<file path="src/rtl/ddi_phase_sequencer.sv">
// ddi_phase_sequencer
//   Sequences N_PHASES signal phases through GREEN -> YELLOW -> ALL_RED, with
//   all timing counted in ticks of an external enable. Requests are latched
//   per phase. Green runs for at least GREEN_MIN and at most GREEN_MAX ticks,
//   and ends early once another phase is waiting. The next phase is chosen
//   round-robin, skipping ahead to the first waiting phase. A maintenance
//   request parks the junction in a RED/DARK flash once the current cycle has
//   cleared safely.
//
// Ports
//   clk            in   1         system clock, rising edge
//   rst            in   1         asynchronous, active-high reset
//   tick           in   1         timing enable; timers and state advance only when high
//   maintenance    in   1         level request for flash mode
//   req            in   N_PHASES  per-phase service request (level or pulse)
//   current_phase  out  PHASE_W   phase currently or last served
//   light_state    out  2         00=RED 01=GREEN 10=YELLOW 11=DARK
//   pending        out  N_PHASES  latched request register
//   green_start    out  1         one-cycle pulse on each entry to GREEN
module ddi_phase_sequencer #(
  parameter int N_PHASES  = 4,
  parameter int PHASE_W   = 2,
  parameter int CNT_W     = 8,
  parameter int GREEN_MIN = 10,
  parameter int GREEN_MAX = 40,
  parameter int YELLOW_T  = 4,
  parameter int ALLRED_T  = 2,
  parameter int FLASH_T   = 5
) (
  input  logic                clk,
  input  logic                rst,
  input  logic                tick,
  input  logic                maintenance,
  input  logic [N_PHASES-1:0] req,
  output logic [PHASE_W-1:0]  current_phase,
  output logic [1:0]          light_state,
  output logic [N_PHASES-1:0] pending,
  output logic                green_start
);

  typedef enum logic [2:0] {
    S_ALL_RED   = 3'd0,
    S_GREEN     = 3'd1,
    S_YELLOW    = 3'd2,
    S_FLASH_ON  = 3'd3,
    S_FLASH_OFF = 3'd4
  } state_t;

  localparam logic [1:0] LIGHT_RED    = 2'b00;
  localparam logic [1:0] LIGHT_GREEN  = 2'b01;
  localparam logic [1:0] LIGHT_YELLOW = 2'b10;
  localparam logic [1:0] LIGHT_DARK   = 2'b11;

  // Timer value on the last tick of each state (a state of length T exits at T-1).
  localparam logic [CNT_W-1:0] GREEN_MIN_LAST = CNT_W'(GREEN_MIN - 1);
  localparam logic [CNT_W-1:0] GREEN_MAX_LAST = CNT_W'(GREEN_MAX - 1);
  localparam logic [CNT_W-1:0] YELLOW_LAST    = CNT_W'(YELLOW_T - 1);
  localparam logic [CNT_W-1:0] ALLRED_LAST    = CNT_W'(ALLRED_T - 1);
  localparam logic [CNT_W-1:0] FLASH_LAST     = CNT_W'(FLASH_T - 1);

  state_t                state, state_next;
  logic [CNT_W-1:0]      timer, timer_next;
  logic [PHASE_W-1:0]    phase_next, rr_phase, scan_idx;
  logic [N_PHASES-1:0]   pending_next, set_mask;
  logic [1:0]            light_next;
  logic                  green_start_next, other_pending, found;

  function automatic logic [N_PHASES-1:0] phase_onehot(input logic [PHASE_W-1:0] p);
    logic [N_PHASES-1:0] m;
    m = '0;
    for (int k = 0; k < N_PHASES; k++) begin
      if (PHASE_W'(k) == p) m[k] = 1'b1;
      else                  m[k] = 1'b0;
    end
    return m;
  endfunction

  function automatic logic [1:0] light_of(input state_t s);
    logic [1:0] l;
    case (s)
      S_GREEN:     l = LIGHT_GREEN;
      S_YELLOW:    l = LIGHT_YELLOW;
      S_FLASH_OFF: l = LIGHT_DARK;
      S_ALL_RED:   l = LIGHT_RED;
      S_FLASH_ON:  l = LIGHT_RED;
      default:     l = LIGHT_RED;
    endcase
    return l;
  endfunction

  // Round-robin pick: first pending phase after current_phase (the current
  // phase itself is checked last); plain successor when nothing is pending.
  always_comb begin
    rr_phase = PHASE_W'((int'(current_phase) + 1) % N_PHASES);
    scan_idx = '0;
    found    = 1'b0;
    for (int i = 1; i <= N_PHASES; i++) begin
      scan_idx = PHASE_W'((int'(current_phase) + i) % N_PHASES);
      if (!found && pending[scan_idx]) begin
        rr_phase = scan_idx;
        found    = 1'b1;
      end else begin
        found = found;
      end
    end
    other_pending = |(pending & ~phase_onehot(current_phase));
  end

  // Next-state, timer, pending and output decode.
  always_comb begin
    state_next       = state;
    phase_next       = current_phase;
    green_start_next = 1'b0;

    case (state)
      S_ALL_RED: begin
        if (tick && timer == ALLRED_LAST) begin
          if (maintenance) begin
            state_next = S_FLASH_ON;
          end else begin
            state_next       = S_GREEN;
            phase_next       = rr_phase;
            green_start_next = 1'b1;
          end
        end else begin
          state_next = S_ALL_RED;
        end
      end
      S_GREEN: begin
        // Maintenance ends green at the next tick, bypassing GREEN_MIN.
        if (tick && (timer == GREEN_MAX_LAST || maintenance ||
                     (timer >= GREEN_MIN_LAST && other_pending))) begin
          state_next = S_YELLOW;
        end else begin
          state_next = S_GREEN;
        end
      end
      S_YELLOW: begin
        if (tick && timer == YELLOW_LAST) state_next = S_ALL_RED;
        else                              state_next = S_YELLOW;
      end
      S_FLASH_ON: begin
        if (tick && timer == FLASH_LAST) state_next = maintenance ? S_FLASH_OFF : S_ALL_RED;
        else                             state_next = S_FLASH_ON;
      end
      S_FLASH_OFF: begin
        if (tick && timer == FLASH_LAST) state_next = maintenance ? S_FLASH_ON : S_ALL_RED;
        else                             state_next = S_FLASH_OFF;
      end
      default: begin
        state_next = S_ALL_RED;
      end
    endcase

    // Any state change (including flash half-period flips) restarts the timer.
    if (state_next != state) timer_next = '0;
    else if (tick)           timer_next = timer + CNT_W'(1);
    else                     timer_next = timer;

    // Requests are ignored in flash, and for the phase that is already green.
    if (state == S_FLASH_ON || state == S_FLASH_OFF) set_mask = '0;
    else if (state == S_GREEN)                       set_mask = req & ~phase_onehot(current_phase);
    else                                             set_mask = req;

    // Clears are applied after sets so a coincident clear wins.
    pending_next = pending | set_mask;
    if (state == S_ALL_RED && state_next == S_FLASH_ON) pending_next = '0;
    else if (green_start_next)                          pending_next = pending_next & ~phase_onehot(phase_next);
    else                                                pending_next = pending_next;

    light_next = light_of(state_next);
  end

  // State and registered outputs.
  always_ff @(posedge clk or posedge rst) begin
    if (rst) begin
      state         <= S_ALL_RED;
      timer         <= '0;
      current_phase <= PHASE_W'(N_PHASES - 1);
      light_state   <= LIGHT_RED;
      pending       <= '0;
      green_start   <= 1'b0;
    end else begin
      state         <= state_next;
      timer         <= timer_next;
      current_phase <= phase_next;
      light_state   <= light_next;
      pending       <= pending_next;
      green_start   <= green_start_next;
    end
  end

endmodule

</file>
<file path="config.mk">
export PLATFORM = sky130hd
export DESIGN_NAME = ddi_phase_sequencer
export DESIGN_NICKNAME = d
export VERILOG_FILES = /design/src/rtl/ddi_phase_sequencer.sv
export SDC_FILE = /design/constraint.sdc
export NUM_CORES = 1
export LEC_CHECK = 0
export CAP_MARGIN = 25
export CORE_MARGIN = 4
export CORE_UTILIZATION = 60
export DETAILED_ROUTE_END_ITERATION = 12
export PLACE_DENSITY_LB_ADDON = 0.05
export SYNTH_ARGS = -nofsm -noshare
export SYNTH_HDL_FRONTEND = slang
export SYNTH_SLANG_ARGS = --single-unit
</file>
<file path="constraint.sdc">
create_clock -name clk -period 6.9 [get_ports clk]
set_input_delay 0.69 -clock clk [delete_from_list [all_inputs] [get_ports clk]]
set_output_delay 0.69 -clock clk [all_outputs]
set_load 0.005 [all_outputs]
</file>
==> results of run 1 <==
-- cell usage in the layout, fill, tap and decap left out, types with 5 or more instances in the layout --
cell / instances
a21oi_1: 5
a31oi_1: 7
clkdlybuf4s50_1: 16
dfrtp_1: 18
ha_1: 7
inv_1: 10
nand2_1: 9
nor2_1: 24
o21ai_0: 6
-- cells by family (layout without fill, tap and decap cells) --
kind of cell | Yosys count | count (layout) | synth area share [%]
adder cells (fa/ha/maj) | 7 | 7 | 5.93
AND/OR/NAND/NOR | 70 | 70 | 27.5
buffers and inverters | 15 | 30 | 3.81
AO/OA/AOI/OAI | 40 | 40 | 19.2
flip-flops | 20 | 20 | 34.0
multiplexers | 6 | 6 | 5.93
XOR/XNOR | 6 | 6 | 3.56
-- stage by stage --
| step | utilization (%) | power, W | hold WS [ps] |
|---|---|---|---|
| after global routing | 75.0 | 0.000665 | 658 |
| after global placement | 72.7 | 0.000500 | 554 |
| after floorplan | - | 0.000413 | 532 |
| final | 75.0 | 0.000612 | 606 |
| after CTS | 75.0 | 0.000611 | 604 |
| after detailed placement | 72.7 | 0.000515 | 573 |
-- worst paths after layout --
path	endpoint	slack, ps	depth (start not counted)
max	pending[0]	3840	7
min	timer[7]	610	2
max reg2reg	pending[0]	4160	8
min reg2reg	timer[7]	610	2
max in group asynchronous	timer[6]	5630	2
min in group asynchronous	light_state[0]	810	2
-- per-layer routing --
layer	vias up	GRT usage [%]	part of all wire, %
met5	-	0	0
li1	629	-	-
met3	10	5.12	6.4
met1	648	30.2	45
met4	0	6.29	1.3
met2	51	36.9	47
-- cell type report --
type,instances,area (um^2),share of cell area [%]
multi-input cells,129,918,53.8
flip-flops and latches,20,503,29.5
clock inverters,1,30.0,1.76
well taps,28,35.0,2.05
repair buffers,16,160,9.38
clock buffers,3,22.5,1.32
inverters,10,37.5,2.20
-- critical path, stage by stage --
cell and delay (ps):
clkdlybuf4s50_1 690, nand4bb_1 260, nor4b_4 470, nand4_2 190, o41ai_2 640, inv_1 90, a221oi_1 240
-- sequential cells by signal, summed over array words and instances, names as in the netlist --
signal	count
green_start	1
light_state	2
current_phase	2
timer	8
state	3
pending	4
-- power by group --
part	switching [W]	internal (W)
Sequential	0.0000669	0.000153
Clock	0.0000365	0.0000588
Combinational	0.000146	0.000150
Total	0.000250	0.000362
==> flow_summary.json, run 1 <==
{
  "outcome": "complete, no violations",
  "syn_to_final_growth_pct": 15.5,
  "startpoint_type": "input pin",
  "finalCriticalPeriod_ps": 3060,
  "critical_path.max_fanout": 11,
  "yosys_warnings": 0,
  "clkTransAtPathRegs_ps": 120,
  "min_path_type": "register to register",
  "cts_setup_buffers": 0,
  "synth.area.top_cells": "dfrtp_1, nor2_1, ha_1",
  "synth_top_area_cell": "dfrtp_1",
  "grt_pass1_wl_mm": 6.00,
  "layout.nets": 195,
  "worstMarginPinSlew_ps": 724,
  "avgViaCountPerCell": 6.46,
  "cellLeakagePower_nw": 0.748,
  "fmax_mhz": 327,
  "yosys_most_used_dff": "dfrtp_1",
  "fin_area_um2": 1710,
  "grt_overflow_total": 0,
  "clk_path_buf_depth": 2,
  "die-area_um2": 3320,
  "final_cells": 207,
  "cts_buffers": 3,
  "slew_viol_final": 0,
  "die_width_um": 57.6,
  "synthTopCellsByCount": "nor2_1, dfrtp_1, inv_1",
  "diodes": 0,
  "syn_area_per_cell_um2": 9.01,
  "setup_viol": 0,
  "finalHoldViolCount": 0,
  "p_per_area_nw_per_um2": 358,
  "path_class": "input pin to register",
  "fillers": 147,
  "cts_resized": 0,
  "synth.top_cell.area_share_pct": 30.5,
  "fin_ws_ps": 3840,
  "placed_area_um2": 1650,
  "route.detailed.drc": 0,
  "wirelength_mm": 3.31,
  "yosys.cell_types.count": 48,
  "yosysMostFrequentCell": "nor2_1",
  "final_layout_size_suffix_gt1_share_pct": 11.2,
  "worstSetupStartpoint": "tick",
  "io_buffers": 16,
  "cts_max_level": 1,
  "rsz0062_at_grt": "no",
  "initial_core_util_pct": 64.9,
  "cp-end-kind": "register",
  "fin_setup_tns_ps": 0,
  "cts_tree": "yes",
  "cts_sinks": 20,
  "place_congestion": 0.927,
  "pre_cts_ws_ps": 3570,
  "cp.arrival_ps": 3280,
  "dp_cells": 203,
  "rows": 17,
  "rr_startpoint": "current_phase[0]",
  "syn_nets": 179,
  "synth_cells": 164,
  "wl_per_cell_um": 16.0,
  "hold_buffers": 0,
  "root_buffer": "clkbuf_4",
  "ys_seq_area_share_pct": 34.0,
  "hold_start": "timer[7]",
  "period_share_pct": 44.3,
  "grt_start_max_net_pins": 21,
  "drtPass1Iterations": 4,
  "asyncSetResetFlopFracSynth_pct": 100,
  "fp.dieH_um": 57.6,
  "dp_hpwl_mm": 2.57,
  "synth_area_um2": 1480,
  "grt_pass1_vias": 1348,
  "crit_required_ps": 7120,
  "via_count": 1338,
  "ir_drop_mv": 0.255,
  "ant_nets": 0,
  "max-cap-violations": 0,
  "antenna_found_initial": 0,
  "slew-limit-headroom_pct": 51.7,
  "fin_skew_ps": 8.21,
  "grt_use_total_pct": 22.6,
  "clock_latency_ps": 310,
  "num_io_pins": 17,
  "synth_edf_count": 0,
  "ys_ff_latch": 20,
  "core-area_um2": 2280,
  "first_iter_violations": 53
}
Note: power is estimated with default switching activity, not from simulation.
==> inputs of run 2 (changes only) <==
- CORE_UTILIZATION: 60 -> 55
- clock period: 6.9 -> 3 ns (I/O delays scaled with it)
==> flow_summary.json, run 2 (synthesized netlist as in run 1, its figures left out) <==
{
  "grt_overflow_total": 0,
  "ant_nets": 0,
  "wirelength_mm": 3.33,
  "reg_top3": "timer (8), pending (4), state (3)",
  "cp-end-kind": "register",
  "largest_register_ffs": 8,
  "clk_path_buf_depth": 2,
  "drtPass1Iterations": 4,
  "top_register": "timer",
  "power.internal_w": 0.000833,
  "cts_setup_buffers": 0,
  "critical_path.max_fanout": 16,
  "final_cell_mix": "nor2_1, dfrtp_1, clkdlybuf4s50_1",
  "syn_to_final_growth_pct": 16.7,
  "first_iter_violations": 43,
  "finalHoldViolCount": 0,
  "setup_viol": 0,
  "rows": 18,
  "slew-limit-headroom_pct": 47.2,
  "worstPathCellList": "inv_1 > ha_1 > mux4_2 > nor2b_1 > o41ai_2 > inv_1 > a221oi_1",
  "die-area_um2": 3580,
  "layout.cells.most_common": "nor2_1",
  "startpoint_type": "register",
  "path_class": "register to register",
  "period_share_pct": 89.9,
  "p_sw_share_pct": 40.6,
  "finalPower_w": 0.00140,
  "grt_start_max_net_pins": 21,
  "cp.arrival_ps": 2910,
  "antenna_found_initial": 0,
  "rsz0062_at_grt": "no",
  "final_layout_size_suffix_gt1_share_pct": 12.2,
  "fp.dieH_um": 59.8,
  "cts_resized": 0,
  "slowest_stage": "dfstp_2",
  "p_per_area_nw_per_um2": 814,
  "outcome": "complete, no violations",
  "route.detailed.drc": 0,
  "grt_pass1_vias": 1245,
  "p_sw_w": 0.000570,
  "finalCriticalPeriod_ps": 2700,
  "ir_drop_mv": 0.585,
  "slew_viol_final": 0,
  "num_io_pins": 17,
  "die_width_um": 59.8,
  "cts_buffers": 3,
  "wl_per_cell_um": 15.8,
  "root_buffer": "clkbuf_4",
  "min_path_type": "input pin to async pin",
  "crit_family": "compound AO/OA/AOI/OAI gates",
  "r2r-end": "pending[0]",
  "diodes": 0,
  "clkTransAtPathRegs_ps": 120,
  "cts_tree": "yes",
  "core-area_um2": 2520,
  "crit_path_max_incr_delay_ps": 740,
  "io_buffers": 16,
  "crit_required_ps": 3210,
  "layout.nets": 197,
  "initial_core_util_pct": 58.6,
  "rr_worst_depth": 7,
  "max-cap-violations": 0,
  "fmax_mhz": 371,
  "grt_pass1_wl_mm": 5.68,
  "avgViaCountPerCell": 6.10,
  "fin_skew_ps": 4.94,
  "via_count": 1287,
  "worstMarginPinSlew_ps": 791,
  "hold_buffers": 0,
  "cellLeakagePower_nw": 0.758,
  "cts_max_level": 1,
  "fin_setup_tns_ps": 0,
  "clock_latency_ps": 310,
  "crit_top_cell": "inv_1",
  "place_congestion": 0.850,
  "path_buf_inv": 2,
  "r2r_slack_ps": 300,
  "p_comb_share_pct": 47.7,
  "power.share.clock_pct": 16.0,
  "cts_sinks": 20,
  "dp_hpwl_mm": 2.45,
  "rr_startpoint": "current_phase[0]",
  "grt_use_total_pct": 20.7,
  "p_seq_share_pct": 36.3,
  "fillers": 197
}
==> run 2: cell count changes in the layout (fill, tap and decap cells not counted) <==
cell | previous run | this run
buf_4 | 0 | 2
==> run 2: how the worst max path moves through the flow <==
stage                startpoint    endpoint  cells after the start
4_1_cts        current_phase[0]  pending[0]                      7
3_5_place_dp   current_phase[0]  pending[0]                      7
3_3_place_gp   current_phase[0]  pending[0]                      7
2_1_floorplan  current_phase[0]  pending[0]                      8
6_report       current_phase[0]  pending[0]                      7
5_1_grt                timer[0]    timer[2]                      8
==> run 2: per-layer routing <==
metal	share of wire [%]	track usage, %
met1	47	28.8
met2	46	32.9
met3	6.2	3.24
met4	1.4	6.01
met5	0	0
==> run 2: per-stage QoR <==
stage          cell area, um^2  hold WS (ps)  util (%)  setup WS [ps]  cells
2_1_floorplan             1480           262         -            379    164
6_report                  1720           425      68.4            303    211
4_1_cts                   1720           442      68.4            316    211
3_3_place_gp              1670           552      66.3            431    207
3_5_place_dp              1670           574      66.3            353    207
5_1_grt                   1720           478      68.4            131    211
==> run 2: worst reg2reg max path, delay by kind of cell (launching register included) <==
kind,cells,cell delay (ps)
AND/OR/NAND/NOR,1,160
buffers and inverters,2,190
AO/OA/AOI/OAI,2,780
flip-flops,1,740
multiplexers,1,340
adder cells (fa/ha/maj),1,390
==> run 2: cell type report <==
type	count	area (um^2)	share of cell area [%]
inverters	10	37.5	2.18
clock buffers	3	22.5	1.31
repair buffers	18	175	10.2
well taps	30	37.5	2.18
multi-input cells	129	918	53.3
flip-flops and latches	20	503	29.2
clock inverters	1	30.0	1.74
==> run 2: power by group through the flow <==
| stage | Clock [W] | Combinational [W] | Sequential, W |
|---|---|---|---|
| 2_1_floorplan | 0 | 0.000503 | 0.000447 |
| 3_3_place_gp | 0 | 0.000651 | 0.000504 |
| 3_5_place_dp | 0 | 0.000665 | 0.000512 |
| 4_1_cts | 0.000230 | 0.000669 | 0.000506 |
| 5_1_grt | 0.000243 | 0.000752 | 0.000529 |
| 6_report | 0.000225 | 0.000669 | 0.000509 |
==> inputs of run 3 (changes only) <==
- CTS_CLUSTER_DIAMETER: not set -> 200
- PLACE_DENSITY: not set -> 0.78
- PLACE_DENSITY_LB_ADDON: 0.05 -> not set
==> flow_summary.json, run 3 (synthesized netlist as in run 1, its figures left out) <==
{
  "outcome": "complete, no violations",
  "met1Wirelength_mm": 1.44,
  "dp_cells": 208,
  "cts_tree": "yes",
  "route.detailed.drc": 0,
  "syn_to_final_growth_pct": 17.2,
  "place_congestion": 0.846,
  "core-area_um2": 2520,
  "dp_hpwl_mm": 2.67,
  "final_cells": 212,
  "rows": 18,
  "die_width_um": 59.8,
  "num_io_pins": 17,
  "first_iter_violations": 53,
  "grt_start_max_net_pins": 21,
  "cts_sinks": 20,
  "fin_skew_ps": 9.25,
  "layout.cells.most_common": "nor2_1",
  "cp.arrival_ps": 2890,
  "period_share_pct": 89.5,
  "worstMarginPinSlew_ps": 757,
  "diodes": 0,
  "fp.dieH_um": 59.8,
  "crit_required_ps": 3200,
  "cts_resized": 0,
  "die-area_um2": 3580,
  "grt_pass1_vias": 1335,
  "finalHoldViolCount": 0,
  "grt_overflow_total": 0,
  "io_buffers": 16,
  "layout.nets": 198,
  "fin_setup_tns_ps": 0,
  "grt_pass1_wl_mm": 5.84,
  "cts_setup_buffers": 0,
  "cp-end-kind": "register",
  "drtPass1Iterations": 4,
  "antenna_found_initial": 0,
  "root_buffer": "clkbuf_4",
  "min_path_type": "input pin to async pin",
  "via_count": 1332,
  "avgViaCountPerCell": 6.28,
  "fmax_mhz": 373,
  "startpoint_type": "register",
  "ant_nets": 0,
  "top_register": "timer",
  "rsz0062_at_grt": "no",
  "clk_path_buf_depth": 2,
  "wirelength_mm": 3.51,
  "clkTransAtPathRegs_ps": 120,
  "clock_latency_ps": 300,
  "largest_register_ffs": 8,
  "p_per_area_nw_per_um2": 826,
  "top_layer": "met4",
  "path_class": "register to register",
  "grt_use_total_pct": 21.4,
  "cts_max_level": 1,
  "slew_viol_final": 0,
  "wl_met3_um": 109,
  "max-cap-violations": 0,
  "ir_drop_mv": 0.629,
  "cts_buffers": 3,
  "wl_met2_mm": 1.90,
  "cellLeakagePower_nw": 0.763,
  "hold_buffers": 0,
  "wl_per_cell_um": 16.6,
  "critical_path.max_fanout": 16,
  "reg_top3": "timer (8), pending (4), state (3)",
  "final_layout_size_suffix_gt1_share_pct": 12.6,
  "setup_viol": 0,
  "initial_core_util_pct": 58.6,
  "slew-limit-headroom_pct": 49.5,
  "final_util_pct": 68.7,
  "finalCriticalPeriod_ps": 2680,
  "final_cell_mix": "nor2_1, dfrtp_1, clkdlybuf4s50_1"
}
run 3: metrics by stage:
step           power (W)  area (um^2)  hold slack [ps]  worst slack, ps
2_1_floorplan   0.000951         1480              262              379
3_3_place_gp     0.00116         1680              556              481
3_5_place_dp     0.00120         1680              558              348
4_1_cts          0.00143         1730              435              337
5_1_grt          0.00154         1730              449             44.3
6_report         0.00143         1730              426              316
run 3: final timing paths:
| check | start | to | slack [ps] | cells after the start |
|---|---|---|---|---|
| worst max-delay path | current_phase[0] | pending[0] | 320 | 7 |
| worst min-delay path | rst | timer[7] | 430 | 2 |
| worst max register to register | current_phase[0] | pending[0] | 320 | 7 |
| worst min register to register | timer[7] | timer[7] | 580 | 2 |
| max in group asynchronous | rst | pending[1] | 2100 | 2 |
| min in group clk | timer[7] | timer[7] | 580 | 2 |
run 3: area by class of cell:
cell class	count	area, um^2
multi-input cells	129	918
fillers	206	791
well taps	30	37.5
clock inverters	1	30.0
flip-flops and latches	20	503
clock buffers	3	22.5
repair buffers	19	183
inverters	10	37.5
run 3: power breakdown:
group / internal (W) / switching (W) / total, W
clock: 0.000135 / 0.0000825 / 0.000217
sequential: 0.000353 / 0.000133 / 0.000485
combinational: 0.000358 / 0.000369 / 0.000727
total: 0.000846 / 0.000584 / 0.00143
run 3: worst max-delay path, stage by stage, from the launching register on:
cell and delay [ps]:
dfstp_2 730, inv_1 120, ha_1 400, mux4_2 340, nor2b_1 160, o41ai_2 490, inv_1 80, a221oi_1 260
run 3: routing by layer:
metal | vias up | track usage, %
met1 | 651 | 24.8
met2 | 32 | 38.7
li1 | 643 | -
met4 | 0 | 8.54
met5 | - | 0
met3 | 6 | 3.67
